`config.mk`:
```
export PLATFORM = sky130hd
export DESIGN_NAME = event_streamer
export DESIGN_NICKNAME = d
export VERILOG_FILES = /design/src/rtl/event_streamer.sv
export SDC_FILE = /design/constraint.sdc
export NUM_CORES = 1
export LEC_CHECK = 0
export ABC_AREA = 1
export BUFFER_PORTS_ARGS = -buffer_cell sky130_fd_sc_hd__buf_2
export CAP_MARGIN = 15
export CORE_ASPECT_RATIO = 0.7
export CORE_MARGIN = 2
export CORE_UTILIZATION = 30
export CTS_CLUSTER_SIZE = 8
export DETAILED_ROUTE_END_ITERATION = 16
export SYNTH_ARGS = -nofsm -noshare
export SYNTH_HDL_FRONTEND = slang
export SYNTH_SLANG_ARGS = --single-unit
```
`constraint.sdc`:
```
create_clock -name clk -period 8.61 [get_ports clk]
set_clock_uncertainty 0.2 [all_clocks]
set_input_delay 0.861 -clock clk [delete_from_list [all_inputs] [get_ports clk]]
set_output_delay 0.861 -clock clk [all_outputs]
set_load 0.005 [all_outputs]
```
`src/rtl/event_streamer.sv`:
```
// Event packet streamer: reads fixed-size events from a standard (non-FWFT) FIFO
// and emits them on AXI4-Stream, each preceded by a {event_count, timestamp} header.
module event_streamer #(
  parameter int unsigned WORDS_PER_EVENT = 16,
  parameter int unsigned DATA_W          = 64
) (
  input  logic                clk,
  input  logic                aresetn,
  input  logic                enable_i,
  input  logic [31:0]         timestamp_i,
  input  logic [DATA_W-1:0]   fifo_dout_i,
  input  logic                fifo_empty_i,
  output logic                fifo_rd_en_o,
  output logic [DATA_W-1:0]   m_axis_tdata,
  output logic                m_axis_tvalid,
  input  logic                m_axis_tready,
  output logic                m_axis_tlast,
  output logic [DATA_W/8-1:0] m_axis_tkeep,
  output logic                packet_done_o,
  output logic [31:0]         event_count_o
);

  localparam int unsigned CntW  = $clog2(WORDS_PER_EVENT + 1);
  localparam int unsigned KeepW = DATA_W / 8;

  typedef enum logic [1:0] {StIdle, StHeader, StStream, StDone} state_e;

  state_e              state_q, state_d;
  logic [63:0]         hdr_q, hdr_d;
  logic [DATA_W-1:0]   buf_q [2];
  logic [DATA_W-1:0]   buf_d [2];
  logic [1:0]          occ_q, occ_d;
  logic                inf_q, inf_d;
  logic [CntW-1:0]     issued_q, issued_d;
  logic [CntW-1:0]     beats_q, beats_d;
  logic [31:0]         count_q, count_d;

  logic                pop;
  logic                rd_en;
  logic                last_beat;
  logic [2:0]          fill_after_pop;
  logic [1:0]          occ_tmp;

  // Read-issue control: pop frees a slot this cycle, so it counts towards room for a new read.
  always_comb begin
    pop            = (state_q == StStream) && (occ_q != 2'd0) && m_axis_tready;
    // pop implies occ_q > 0, so this never underflows
    fill_after_pop = {1'b0, occ_q} + {2'b00, inf_q} - {2'b00, pop};
    rd_en          = (state_q == StStream) && !fifo_empty_i &&
                     (issued_q < CntW'(WORDS_PER_EVENT)) && (fill_after_pop < 3'd2);
    last_beat      = (beats_q == CntW'(WORDS_PER_EVENT - 1));
  end

  // Two-entry output buffer: head shifts out on pop, returning read data lands at the tail.
  always_comb begin
    buf_d   = buf_q;
    occ_tmp = occ_q;
    if (pop) begin
      buf_d[0] = buf_q[1];
      occ_tmp  = occ_q - 2'd1;
    end
    // occ_tmp is 0 or 1 whenever a read is in flight, so bit 0 selects the free slot
    if (inf_q) begin
      buf_d[occ_tmp[0]] = fifo_dout_i;
    end
    occ_d = occ_tmp + {1'b0, inf_q};
    inf_d = rd_en;
  end

  // Packet FSM next-state and stream outputs.
  always_comb begin
    state_d       = state_q;
    hdr_d         = hdr_q;
    count_d       = count_q;
    issued_d      = issued_q;
    beats_d       = beats_q;
    packet_done_o = 1'b0;
    m_axis_tvalid = 1'b0;
    m_axis_tlast  = 1'b0;
    m_axis_tdata  = '0;
    unique case (state_q)
      StIdle: begin
        if (enable_i && !fifo_empty_i) begin
          hdr_d   = {count_q, timestamp_i};
          state_d = StHeader;
        end
      end
      StHeader: begin
        m_axis_tvalid = 1'b1;
        m_axis_tdata  = DATA_W'(hdr_q);
        issued_d      = '0;
        beats_d       = '0;
        if (m_axis_tready) begin
          state_d = StStream;
        end
      end
      StStream: begin
        m_axis_tvalid = (occ_q != 2'd0);
        if (occ_q != 2'd0) begin
          m_axis_tdata = buf_q[0];
          m_axis_tlast = last_beat;
        end
        issued_d = issued_q + CntW'(rd_en);
        beats_d  = beats_q + CntW'(pop);
        if (pop && last_beat) begin
          state_d = StDone;
        end
      end
      StDone: begin
        packet_done_o = 1'b1;
        count_d       = count_q + 32'd1;
        state_d       = StIdle;
      end
      default: state_d = StIdle;
    endcase
  end

  always_comb begin
    fifo_rd_en_o  = rd_en;
    event_count_o = count_q;
    m_axis_tkeep  = m_axis_tvalid ? {KeepW{1'b1}} : {KeepW{1'b0}};
  end

  // State registers; reset discards any buffered or in-flight words.
  always_ff @(posedge clk or negedge aresetn) begin
    if (!aresetn) begin
      state_q  <= StIdle;
      hdr_q    <= '0;
      buf_q[0] <= '0;
      buf_q[1] <= '0;
      occ_q    <= '0;
      inf_q    <= 1'b0;
      issued_q <= '0;
      beats_q  <= '0;
      count_q  <= '0;
    end else begin
      state_q  <= state_d;
      hdr_q    <= hdr_d;
      buf_q    <= buf_d;
      occ_q    <= occ_d;
      inf_q    <= inf_d;
      issued_q <= issued_d;
      beats_q  <= beats_d;
      count_q  <= count_d;
    end
  end

endmodule

```
After elaboration in Yosys (flattened, before gate mapping)
Cells that the tools add are included.
{"block": "word_totals", "register_bits": 239, "elab_cells": 61, "in_bits": 101, "output_inout_bits": 108}
{"block": "op_classes", "order_cmp": 4, "bitwise": 1, "addsub": 7, "eq_ne": 7, "n_reduce_logical": 14, "n_mux": 19}
{"op": "$mux W64", "count": 3}
{"op": "$bwmux W128", "count": 1}
{"op": "$mux W128", "count": 1}
{"op": "$pmux W64 S2", "count": 1}
{"op": "$demux W64 S1", "count": 1}
{"op": "$add A32 B1 Y32 const B", "count": 1}
{"op": "$pmux W5 S2", "count": 2}
{"op": "$add A5 B1 Y5", "count": 2}
{"op": "$logic_and A1 B1 Y1", "count": 8}
{"op": "$mux W2", "count": 4}
{"op": "$mux W8", "count": 1}
{"op": "$pmux W2 S4", "count": 1}
{"op": "$eq A5 B4 Y1 const B", "count": 1}
{"op": "$lt A5 B5 Y1 const B", "count": 1}
{"op": "$eq A2 B2 Y1 const B", "count": 2}
{"op": "$ne A2 B2 Y1 const B", "count": 2}
{"op": "$reduce_bool A2 Y1", "count": 2}
{"op": "$add A2 B1 Y3", "count": 1}
{"op": "$lt A3 B2 Y1 const B", "count": 1}
{"op": "$mux W1", "count": 3}
{"op": "$reduce_and A3 Y1", "count": 1}
{"op": "$sub A3 B1 Y3", "count": 1}
{"op": "$add A2 B1 Y2", "count": 1}
{"op": "$eq A2 B1 Y1 const B", "count": 1}
{"op": "other kinds (9)", "count": 9}

Logic depth before layout (Yosys ltp)
Gate-level depths: netlist of the first run.
{"block": "logic_depth", "word_depth": 11, "mapped_depth": 19}

Least setup slack after synthesis of the first run
Ideal clock, no wire load.
{"block": "synth_path", "path_kind": "reg2reg", "startpoint": "reg state_q[0]", "endpoint": "reg issued_q[4]", "slack_ns": 4.990, "path_stages_with_launch": 19, "arrival_time_ns": 3.343, "setup_ns": 0.077, "required_ns": 8.333, "cell_sequence": "dfrtp_1 -> inv_1 -> ha_1 -> inv_2 -> nor2_4 -> nand2_2 -> buf_2 -> buf_2 -> nor2_1 -> o21ai_0 -> fa_1 -> nand2_1 -> nor4_1 -> ha_1 -> ha_1 -> nand3_1 -> nor2_1 -> o21ai_0 -> a21oi_1"}
{"block": "synth_via", "elab_chain_cells": 8, "word_cells_on_any_way": 12, "cone_classes": "add/sub (2); order compare (1); eq/ne (2); mux (1); reduce/logical (6)"}
{"item": "from (decl)", "line": "28", "source": "state_e state_q, state_d;"}
{"item": "from (signal assigned)", "line": "127", "source": "state_q <= StIdle;"}
{"item": "from (signal assigned)", "line": "137", "source": "state_q <= state_d;"}
{"item": "$eq A2 B2 Y1 *", "line": "46, 49"}
{"item": "$logic_and A1 B1 Y1 (2 in series)", "line": "46", "source": "pop = (state_q == StStream) && (occ_q != 2'd0) && m_axis_tready;"}
{"item": "$sub A3 B1 Y3", "line": "48", "source": "fill_after_pop = {1'b0, occ_q} + {2'b00, inf_q} - {2'b00, pop};"}
{"item": "$lt A3 B2 Y1", "line": "50", "source": "(issued_q < CntW'(WORDS_PER_EVENT)) && (fill_after_pop < 3'd2);"}
{"item": "$logic_and A1 B1 Y1 *", "line": "50"}
{"item": "named net fifo_rd_en_o", "line": "13", "source": "output logic fifo_rd_en_o,"}
{"item": "$add A5 B1 Y5 *", "line": "103", "source": "issued_d = issued_q + CntW'(rd_en);"}
{"item": "$pmux W5 S2 *", "line": "81", "source": "unique case (state_q)"}
{"item": "to (signal assigned)", "line": "142", "source": "issued_q <= issued_d;"}
{"item": "to (decl)", "line": "34", "source": "logic [CntW-1:0] issued_q, issued_d;"}
Mark *: on every way through the listed nets, which the timed path passes. The rest lies on a longest branch.
A chain may end at the register's enable or synchronous reset.

Final worst setup path of the first run
{"block": "layout_path", "startpoint": "reg state_q[0]", "endpoint": "out fifo_rd_en_o"}
{"block": "layout_via", "elab_chain_cells": 6, "word_cells_on_any_way": 8, "cone_classes": "add/sub (1); order compare (1); eq/ne (1); reduce/logical (5)"}
{"item": "$eq A2 B2 Y1 *", "line": "46, 49"}
{"item": "$logic_and A1 B1 Y1 (2 in series)", "line": "46"}
{"item": "$sub A3 B1 Y3", "line": "48"}
{"item": "$lt A3 B2 Y1", "line": "50"}
{"item": "$logic_and A1 B1 Y1 *", "line": "50"}
{"item": "to (decl)", "line": "13"}
Mark *: on every way between the ends. The rest lies on a longest branch, timed or not.

==> results of run 1 <==
## synthesized netlist by cell type, types with 11 or more instances
master / n
mux2_2: 39
nor2_1: 41
nand2_1: 495
inv_1: 125
clkbuf_1: 45
o21ai_0: 156
buf_2: 27
buf_4: 14
a21oi_1: 72
ha_1: 11
nand3_1: 88
xor2_1: 20
dfrtp_1: 239
## critical path, cell delays in order (launching register included)
cell and delay [ns]:
dfrtp_1 0.39, inv_1 0.08, ha_1 0.31, inv_2 0.14, nor2_4 0.05, nand2_4 0.37
buf_4 0.75, nand2_1 0.11, inv_1 0.08, o21ai_0 0.10, fa_1 0.50, nand2_1 0.06
nor4_1 0.55, buf_2 0.23
## final timing paths
check,from,to
min in group clk,beats_q[4]$_DFFE_PN0P_,beats_q[4]$_DFFE_PN0P_
hold reg to reg,beats_q[4]$_DFFE_PN0P_,beats_q[4]$_DFFE_PN0P_
setup / recovery,state_q[0]$_DFFE_PN0P_,fifo_rd_en_o
hold / removal,aresetn,hdr_q[6]$_DFFE_PN0P_
max in group asynchronous,aresetn,buf_q[117]$_DFF_PN0_
setup reg to reg,state_q[0]$_DFFE_PN0P_,issued_q[4]$_DFFE_PN0P_
## logic make-up after synthesis
logic type / after synthesis / share of synthesized area (%)
xor gates and xnor gates: 22 / 1.748
buffers and inverters: 216 / 7.898
adders and majority gates: 12 / 1.376
muxes: 39 / 3.834
DFF: 239 / 52.22
AOI/OAI and AO/OA: 236 / 10.31
and+or+nand+nor: 646 / 22.61
## power by group through the flow
stage / clock network (W) / registers [W] / logic [W]
2_1_floorplan: 0 / 0.00167 / 0.00111
3_3_place_gp: 0 / 0.00171 / 0.00157
3_5_place_dp: 0 / 0.00173 / 0.00160
4_1_cts: 0.00125 / 0.00171 / 0.00161
5_1_grt: 0.00130 / 0.00175 / 0.00181
6_report: 0.00122 / 0.00171 / 0.00158
## stage by stage
step	cells	util (%)	total power [W]	setup WS [ns]
after global routing	2068	36.75	0.004860	2.948
after floorplan	1410	-	0.002786	4.990
final	2077	36.81	0.004514	3.199
after CTS	2067	36.75	0.004570	3.212
after global placement	2027	34.25	0.003275	3.744
after detailed placement	2027	34.25	0.003322	3.705
## layout make-up
class | instances | area, um2 | share of cell area (%)
clock buffer | 38 | 908.4 | 6.593
sequential | 239 | 5982 | 43.42
inverter | 127 | 476.7 | 3.460
timing repair buffer | 218 | 1139 | 8.264
antenna | 10 | 25.02 | 0.1816
tap | 488 | 610.6 | 4.432
multi-input combinational | 955 | 4612 | 33.47
clock inverter | 2 | 25.02 | 0.1816
## per-layer routing
metal  track usage [%]  wire, um
met5                 0       136
met4             5.168       877
met3             5.902      2857
met2             24.44     14320
met1             25.51     16890
==> metrics, run 1 <==
Mapped Avg Cell Area 8.123 um2; clock buffer depth 3; Post-synth ARST share 100.0%; Vias/cell 4.763; wire length of the first global-routing pass 54570 um; fillers 3815; CTS buffer count 35; Max Cap Viol 0; Seq/Total Area, Yosys 52.22%; Setup Viol. Count Final 0; vias in the first global route 9345; clk_lat worst skew 0.51 ns; layout cells sized above 1 19.32%; Slew HR 38.01%; run status complete, no violations; WP data arrival 4.35 ns; gr ovfl total 0; P_sw roughly 0.0017 W; Seq pwr share 37.9%; Reg2Reg Depth 18; Synth area leaders dfrtp_1 (52%), nand2_1 (16%), o21ai_0 (6.8%); drt total wl 35080 um; post-synth top area share 52.22%; Die Wd 237.5 um; floorplan core area about 0.037 mm2; Final Cycle Share between 60 and 70%; design area 0.01378 mm2; largest net degree at the start of global routing 145; maximum vdd ir drop between 0.15 and 0.2 mV; Int Power 0.002799 W; Std-Cell Rows 59; 1st-iter DRT viols 745; Clock Tree Root clkbuf_16; H-Tree Depth 2; Starting Density 30.60%; area grow syn2layout 20.30%; startpoint types register; unrepaired setup endpoints after global routing false; Yosys reg bits 239; R2R Setup Slk 3.76 ns; hold slack 0.1859 ns; Post-synth EDFFs 0; Final Slew Violations 0; top_reg_cell synth dfrtp_1; initial antenna violation count 22; Synthesis Warnings 0; DR pass1 iterations 5; power share of the clock group 27.1%; Post-DP Area roughly 0.013 mm2; Wirelength per Cell between 15 and 20 um; Leak 6.893 nW; Worst-Margin Slew 0.9299 ns; # clock sinks 239; Sw Share 37.99%; # resized after CTS 0; Final HPWL DP 23180 um; Gate power share 35.0%; most frequent cells in the layout nand2_1 (495), dfrtp_1 (238), buf_2 (207), o21ai_0 (156), inv_1 (125); vias post-DR 9893; Vert. Die Dim around 170 um; Final Hold Fails 0; Total Routing Usage GR 17.53%; boundary pin count 209; Post-Syn Area between 0.01 and 0.015 mm2; Synth area leader dfrtp_1; CTS tree done; Setup Buffers After CTS 0; Crit. End Element output port; I/O Buffers roughly 210; P per Cell Area around 330 mW/mm2; number of hold buffers added after cts 0; Hold WC Path Type in2async; Cells after Synth 1410; NumNets Final roughly 1700; fin crit period 5.411 ns; GPL Wtd Cong a little over 0.8; clock-pin transition on the worst setup and hold timing paths 0.05 ns; setup TNS 0 ns; Crit Path Max Fanout 82; leading cell type in the layout, fill and taps excluded nand2_1; drc violations 0; DIE AREA 0.03978 mm2; WS Path Type reg2out; Data required, critical path between 7 and 8 ns; Peak Freq 184.8 MHz; Mapped Nets 1523; remaining antenna violation count after routing 0; Cell variety after synth 27
Power figures use the tool's default switching activity.
==> inputs of run 2 (changes only) <==
- ABC_AREA: 1 -> 0
- clock period: 8.61 -> 5 ns (I/O delays scaled with it)
==> run 2 against run 1 <==
Synthesized area grew 0.25%. Setup slack got worse by 2.3 ns. Sequential power rose by 76%. Hold slack got worse by 0.16 ns. Cell count is 24% lower. Clock-buffer cell count is the same. Sequential share of layout area shrank 0.88 points. Die area up 0.24%. Global-route usage is 2.7 points lower. Critical path depth is 2 lower. Critical endpoint unchanged.
==> metrics, run 2 <==
run status complete, no violations; Cells after Synth 868 (-38%); CTS buffer count 35 (unchanged); leading cell type in the layout, fill and taps excluded dfrtp_1; hold slack 0.03017 ns (-0.1557 ns); Slowest-stage cell, CP fa_1; Vias/cell 4.869 (+2.2%); initial antenna violation count 4 (-82%); fillers 3636 (-4.7%); CTS tree done; Int Power 0.005578 W (+99%); Final HPWL DP 19120 um (-18%); power share of the clock group 25.9% (-1.2 points); Worst-Margin Slew 1.140 ns (+0.2101 ns); Final Cycle Share 82.53%; I/O Buffers 208 (unchanged); Hold WC Path Type in2reg; clock-pin transition on the worst setup and hold timing paths 0.05 ns (about the same); slowest stage delay, CP 0.50 ns (-0.25 ns); Crit Path Max Fanout 17 (-79%); H-Tree Depth 2 (unchanged); Post-synth ARST share 100.0% (unchanged); most frequent cells in the layout dfrtp_1 (239), buf_2 (207), mux2_2 (169), nor2b_1 (65), a22oi_1 (64); Post-synth EDFFs 0 (unchanged); Final Hold Fails 0 (unchanged); setup TNS 0 ns (unchanged); P_sw 0.002533 W (+48%); Synth area leaders dfrtp_1 (52%), mux2_2 (17%), mux2_4 (7.8%); maximum vdd ir drop 0.2304 mV (+43%); boundary pin count 209 (unchanged); Seq/Total Area, Yosys 52.09% (-0.13 points); 1st-iter DRT viols 350 (-53%); drt total wl 29530 um (-16%); post-synth top area share 52.09% (-0.13 points); Total Routing Usage GR 14.81% (-2.7 points); GPL Wtd Cong 0.7581 (-7.7%); cell with the most instances after synthesis dfrtp_1; crit path cell chain inv_1, ha_1, nand3b_4, buf_4, inv_1, nor2_1, o21ai_0, fa_1, nand2_1, nor4_1, buf_2; startpoint types register; top cells by count, synth dfrtp_1 (239), mux2_2 (169), nor2b_1 (65); Crit. End Element output port; Gate power share 37.0% (+2.0 points); NumNets Final 1189 (-30%); Sw Share 31.23% (-6.8 points); Mapped Avg Cell Area 13.23 um2 (+63%); WP data arrival 3.43 ns (-0.92 ns); clock buffer depth 3 (unchanged); Peak Freq 242.3 MHz; wire length of the first global-routing pass 46130 um (-15%); layout cells sized above 1 45.78% (+26 points); area grow syn2layout 22.45%; DIE AREA 0.03988 mm2 (+0.24%); Leak 6.818 nW (-1.1%); Std-Cell Rows 59 (unchanged); Cell variety after synth 38 (+41%); Seq pwr share 37.1% (-0.8 points); largest net degree at the start of global routing 146 (+0.69%); top_reg_cell synth dfrtp_1; vias in the first global route 8037 (-14%); cell repeated most along the worst path inv_1; Vert. Die Dim 167.7 um (+0.12%); fin crit period about 4.1 ns; Starting Density 30.68% (+0.077 points); Slew HR 24.00% (-14 points); unrepaired setup endpoints after global routing false; Max Cap Viol 0 (unchanged); floorplan core area 0.03743 mm2 (unchanged); Mapped Nets 981 (-36%); Wirelength per Cell 18.82 um (+11%); remaining antenna violation count after routing 0 (unchanged); Clock Tree Root clkbuf_16; P per Cell Area 576.9 mW/mm2 (+76%); Post-Syn Area 0.01148 mm2 (+0.25%); Setup Viol. Count Final 0 (unchanged); Synthesis Warnings 0 (unchanged); # clock sinks 239 (unchanged); vias post-DR 7640 (-23%); clk_lat worst skew 0.50 ns (about the same); gr ovfl total 0 (unchanged); Synth area leader dfrtp_1; Final Slew Violations 0 (unchanged); Yosys reg bits 239 (unchanged); drc violations 0 (unchanged); Die Wd 237.8 um (+0.12%); WS Path Type reg2out; DR pass1 iterations 4 (-1); Data required, critical path 4.30 ns (-3.25 ns)
## run 2: changes by cell type in the layout (fill, tap and decap cells not counted), sizes merged, moves of 6 or more
cell	change
a21oi	-69
a22oi	+64
and4	+7
diode	-6
dlygate4sd3	+15
inv	-109
mux2	+216
nand2	-473
nand3	-69
nor2	-37
nor2b	+65
nor4	+7
o21ai	-151
xnor2	+15
## run 2: cells by family after synthesis
family / count (synthesis) / synth area share (%)
adders and majority gates: 12 / 1.373
DFF: 239 / 52.09
xor gates and xnor gates: 34 / 2.593
AOI/OAI and AO/OA: 87 / 5.339
buffers and inverters: 82 / 3.530
muxes: 255 / 26.97
and+or+nand+nor: 159 / 8.107
## run 2: path summary, 6_finish.rpt
| path | start | endpoint | slack (ns) | cells after the start |
|---|---|---|---|---|
| setup / recovery | state_q[0]$_DFFE_PN0P_ | fifo_rd_en_o | 0.87 | 11 |
| hold / removal | timestamp_i[26] | hdr_q[26]$_DFFE_PN0P_ | 0.03 | 2 |
| setup reg to reg | state_q[0]$_DFFE_PN0P_ | issued_q[4]$_DFFE_PN0P_ | 1.09 | 16 |
| hold reg to reg | hdr_q[51]$_DFFE_PN0P_ | hdr_q[51]$_DFFE_PN0P_ | 0.28 | 2 |
| max in group asynchronous | aresetn | asynchronous set/reset pin | 3.09 | 3 |
| min in group asynchronous | aresetn | hdr_q[42]$_DFFE_PN0P_ | 0.32 | 2 |
## run 2: area by class of cell
| type | instances | area, um2 | area share (%) |
|---|---|---|---|
| Inverter | 19 | 71.32 | 0.5073 |
| Timing Repair Buffer | 234 | 1321 | 9.398 |
| Sequential cell | 239 | 5981 | 42.54 |
| Tap cell | 488 | 610.6 | 4.343 |
| Clock buffer | 38 | 929.6 | 6.612 |
| Multi-Input combinational cell | 547 | 5136 | 36.53 |
| Antenna cell | 4 | 10.01 | 0.07119 |
## run 2: power groups by stage
stage                     Clock (W)  Sequential [W]  Combinational (W)
after floorplan                   0         0.00290            0.00228
after global placement            0         0.00301            0.00295
after detailed placement          0         0.00304            0.00303
after CTS                   0.00218         0.00301            0.00304
after global routing        0.00227         0.00310            0.00327
final                       0.00210         0.00301            0.00300
## run 2: timing repair
action / 4_1_cts / 5_1_grt
hold buffers: 15 / 0
gates resized for setup: 0 / 0
buffers inserted: 0 / 0
endpoints found under the hold margin: 72 / 0
## run 2: stage by stage
| stage | total power (W) | instances | area [um2] | setup slack [ns] | util (%) |
|---|---|---|---|---|---|
| floorplan | 0.005181 | 868 | 11480 | 1.464 | - |
| global placement | 0.005965 | 1512 | 12970 | 1.296 | 34.65 |
| detailed placement | 0.006072 | 1512 | 12970 | 1.115 | 34.65 |
| CTS | 0.008243 | 1565 | 14050 | 0.8438 | 37.54 |
| global route | 0.008645 | 1567 | 14050 | 0.6519 | 37.55 |
| finish | 0.008111 | 1569 | 14060 | 0.8734 | 37.57 |
## run 2: routing by layer
layer / track usage (%) / part of all wire, %
met5: 0 / 0.044
met4: 4.867 / 2.4
met3: 3.693 / 5.0
met2: 22.69 / 45
met1: 20.48 / 48
## run 2: worst max-delay path: cells and delay by family (launching register included)
| family | cells | cell delay [ns] |
|---|---|---|
| fa+ha+maj | 2 | 0.90 |
| simple gates | 4 | 0.78 |
| buf+inv | 4 | 0.68 |
| flops | 1 | 0.44 |
| compound gates | 1 | 0.11 |
==> inputs of run 3 (changes only) <==
- clock period: 5 -> 3.45 ns (I/O delays scaled with it)
==> run 3 against run 2 <==
Routed wire length increased by 2.3%. First-iteration DRC count increased by 11%. Combinational power rose by 53%. Largest cell class unchanged. Hold slack better by 0.092 ns. Sequential power grew 45%. Clock-buffer cell count is 1 lower. Sequential share of layout area down 2.8 points. Design area grew 7.0%. Clock power rose by 45%. Cell count up 6.1%. Register-to-register slack got worse by 0.82 ns. Critical endpoint unchanged. Critical path depth unchanged.
==> metrics, run 3 (synthesized netlist as in run 2, its figures left out) <==
drc violations 0 (unchanged); Crit Path Max Fanout 6 (-11); gr ovfl total 0 (unchanged); Final Slew Violations 0 (unchanged); design area 0.01505 mm2 (+7.0%); most frequent cells in the layout dfrtp_1 (238), buf_2 (207), mux2_2 (169), dlygate4sd3_1 (98), nor2b_1 (65); Die Wd 237.8 um (unchanged); Leak 7.247 nW (+6.3%); DR pass1 iterations 4 (unchanged); DIE AREA 0.03988 mm2 (unchanged); H-Tree Depth 2 (unchanged); clock buffer depth 3 (unchanged); initial antenna violation count 1 (-3); Starting Density 30.68% (unchanged); NumNets Final 1286 (+8.2%); fin crit period 3.287 ns; Vias/cell 4.810 (-1.2%); Finished Core Util 40.20% (+2.6 points); P per Cell Area 798.2 mW/mm2 (+38%); vias post-DR 8004 (+4.8%); Vert. Die Dim 167.7 um (unchanged); Std-Cell Rows 59 (unchanged); drt total wl 30200 um (+2.3%); Final Non-Filler Cells 1664 (+6.1%); largest net degree at the start of global routing 89 (-39%); Wirelength per Cell 18.15 um (-3.6%); clock-pin transition on the worst setup and hold timing paths 0.06 ns (about the same); Max Cap Viol 0 (unchanged); # clock sinks 239 (unchanged); dpl cells 1522 (+0.66%); Final HPWL DP 19650 um (+2.8%); Hold WC Path Type in2reg; leading cell type in the layout, fill and taps excluded dfrtp_1; area grow syn2layout 31.04%; layout cells sized above 1 43.57% (-2.2 points); floorplan core area 0.03743 mm2 (unchanged); CTS tree done; Worst-Margin Slew 0.6879 ns (-0.4520 ns); Post-DP Area 0.01308 mm2 (+0.84%); WS Path Type reg2out; wire length of the first global-routing pass 47720 um (+3.5%); CTS buffer count 35 (unchanged); Setup Viol. Count Final 0 (unchanged); boundary pin count 209 (unchanged); Final Hold Fails 0 (unchanged); Slew HR 54.14% (+30 points); 1st-iter DRT viols 389 (+11%); setup TNS 0 ns (unchanged); WP data arrival 2.74 ns (-0.69 ns); Data required, critical path 2.90 ns (-1.40 ns); maximum vdd ir drop 0.4903 mV (+110%); Final Cycle Share between 90% and 100%; vias in the first global route 8391 (+4.4%); Peak Freq 304.2 MHz; hold slack 0.1219 ns (+0.09173 ns); startpoint types register; clk_lat worst skew 0.51 ns (about the same); Crit. End Element output port; GPL Wtd Cong 0.7663 (+1.1%); remaining antenna violation count after routing 0 (unchanged); Clock Tree Root clkbuf_16; Total Routing Usage GR 15.15% (+0.34 points); run status complete, no violations; I/O Buffers 208 (unchanged)
-- run 3: cell types whose count changed in the layout (fill, tap and decap cells not counted), moves of 3 or more --
cell | before | now
buf_4 | 8 | 19
dlygate4sd3_1 | 15 | 98
diode_2 | 4 | 1
buf_12 | 3 | 6
-- run 3: report_power, final --
group	switching [W]	internal, W
Clock	0.00120	0.00184
Sequential	0.000561	0.00381
Combinational	0.00203	0.00257
Total	0.00380	0.00821
-- run 3: routing by layer --
metal  share of wire, %  up-vias  GRT usage [%]
li1                   -     3683              -
met1                 48     4096          21.40
met2                 46      184          23.95
met3                4.3       41          3.000
met4                1.6        0          3.500
met5                  0        -              0
-- run 3: timing repair --
action,CTS,global route
pin swaps,0,1
hold buffers,98,0
setup buffers,0,4
hold endpoints to repair,246,0
setup endpoints to repair,1,2
resized for setup,1,5
-- run 3: worst paths after layout --
path | cells past startpoint | slack [ns] | from | to
setup / recovery | 11 | 0.16 | occ_q[0]$_DFF_PN0_ | fifo_rd_en_o
hold / removal | 4 | 0.12 | m_axis_tready | state_q[0]$_DFFE_PN0P_
setup reg to reg | 16 | 0.27 | occ_q[0]$_DFF_PN0_ | issued_q[4]$_DFFE_PN0P_
hold reg to reg | 2 | 0.28 | hdr_q[62]$_DFFE_PN0P_ | hdr_q[62]$_DFFE_PN0P_
max in group asynchronous | 3 | 1.94 | aresetn | buf_q[71]$_DFF_PN0_
min in group asynchronous | 2 | 0.27 | aresetn | event_count_o[23]$_DFFE_PN0P_
-- run 3: final cells by class --
| type | count | area, um2 |
|---|---|---|
| fill | 3465 | 22380 |
| sequential | 239 | 5982 |
| clock inverter | 2 | 25.02 |
| tap | 488 | 610.6 |
| antenna | 1 | 2.502 |
| clock buffer | 37 | 904.6 |
| inverter | 19 | 71.32 |
| multi-input combinational | 547 | 5156 |
| timing repair buffer | 331 | 2295 |
-- run 3: per-stage QoR --
| stage | total power, W | setup WS [ns] |
|---|---|---|
| after floorplan | 0.007513 | 0.03018 |
| after global routing | 0.01279 | -0.04383 |
| after global placement | 0.008722 | 0.3200 |
| final | 0.01201 | 0.1630 |
| after CTS | 0.01211 | 0.01032 |
| after detailed placement | 0.008887 | 0.2453 |
-- run 3: critical path, cell delays in order, from the launching register on --
cell and delay [ns]:
dfrtp_1 0.41, inv_1 0.13, ha_4 0.17, nand3b_4 0.16, inv_1 0.07, nor2_1 0.10
o21ai_1 0.08, fa_1 0.49, nand2_1 0.08, nor4_4 0.28, buf_4 0.16, buf_2 0.10
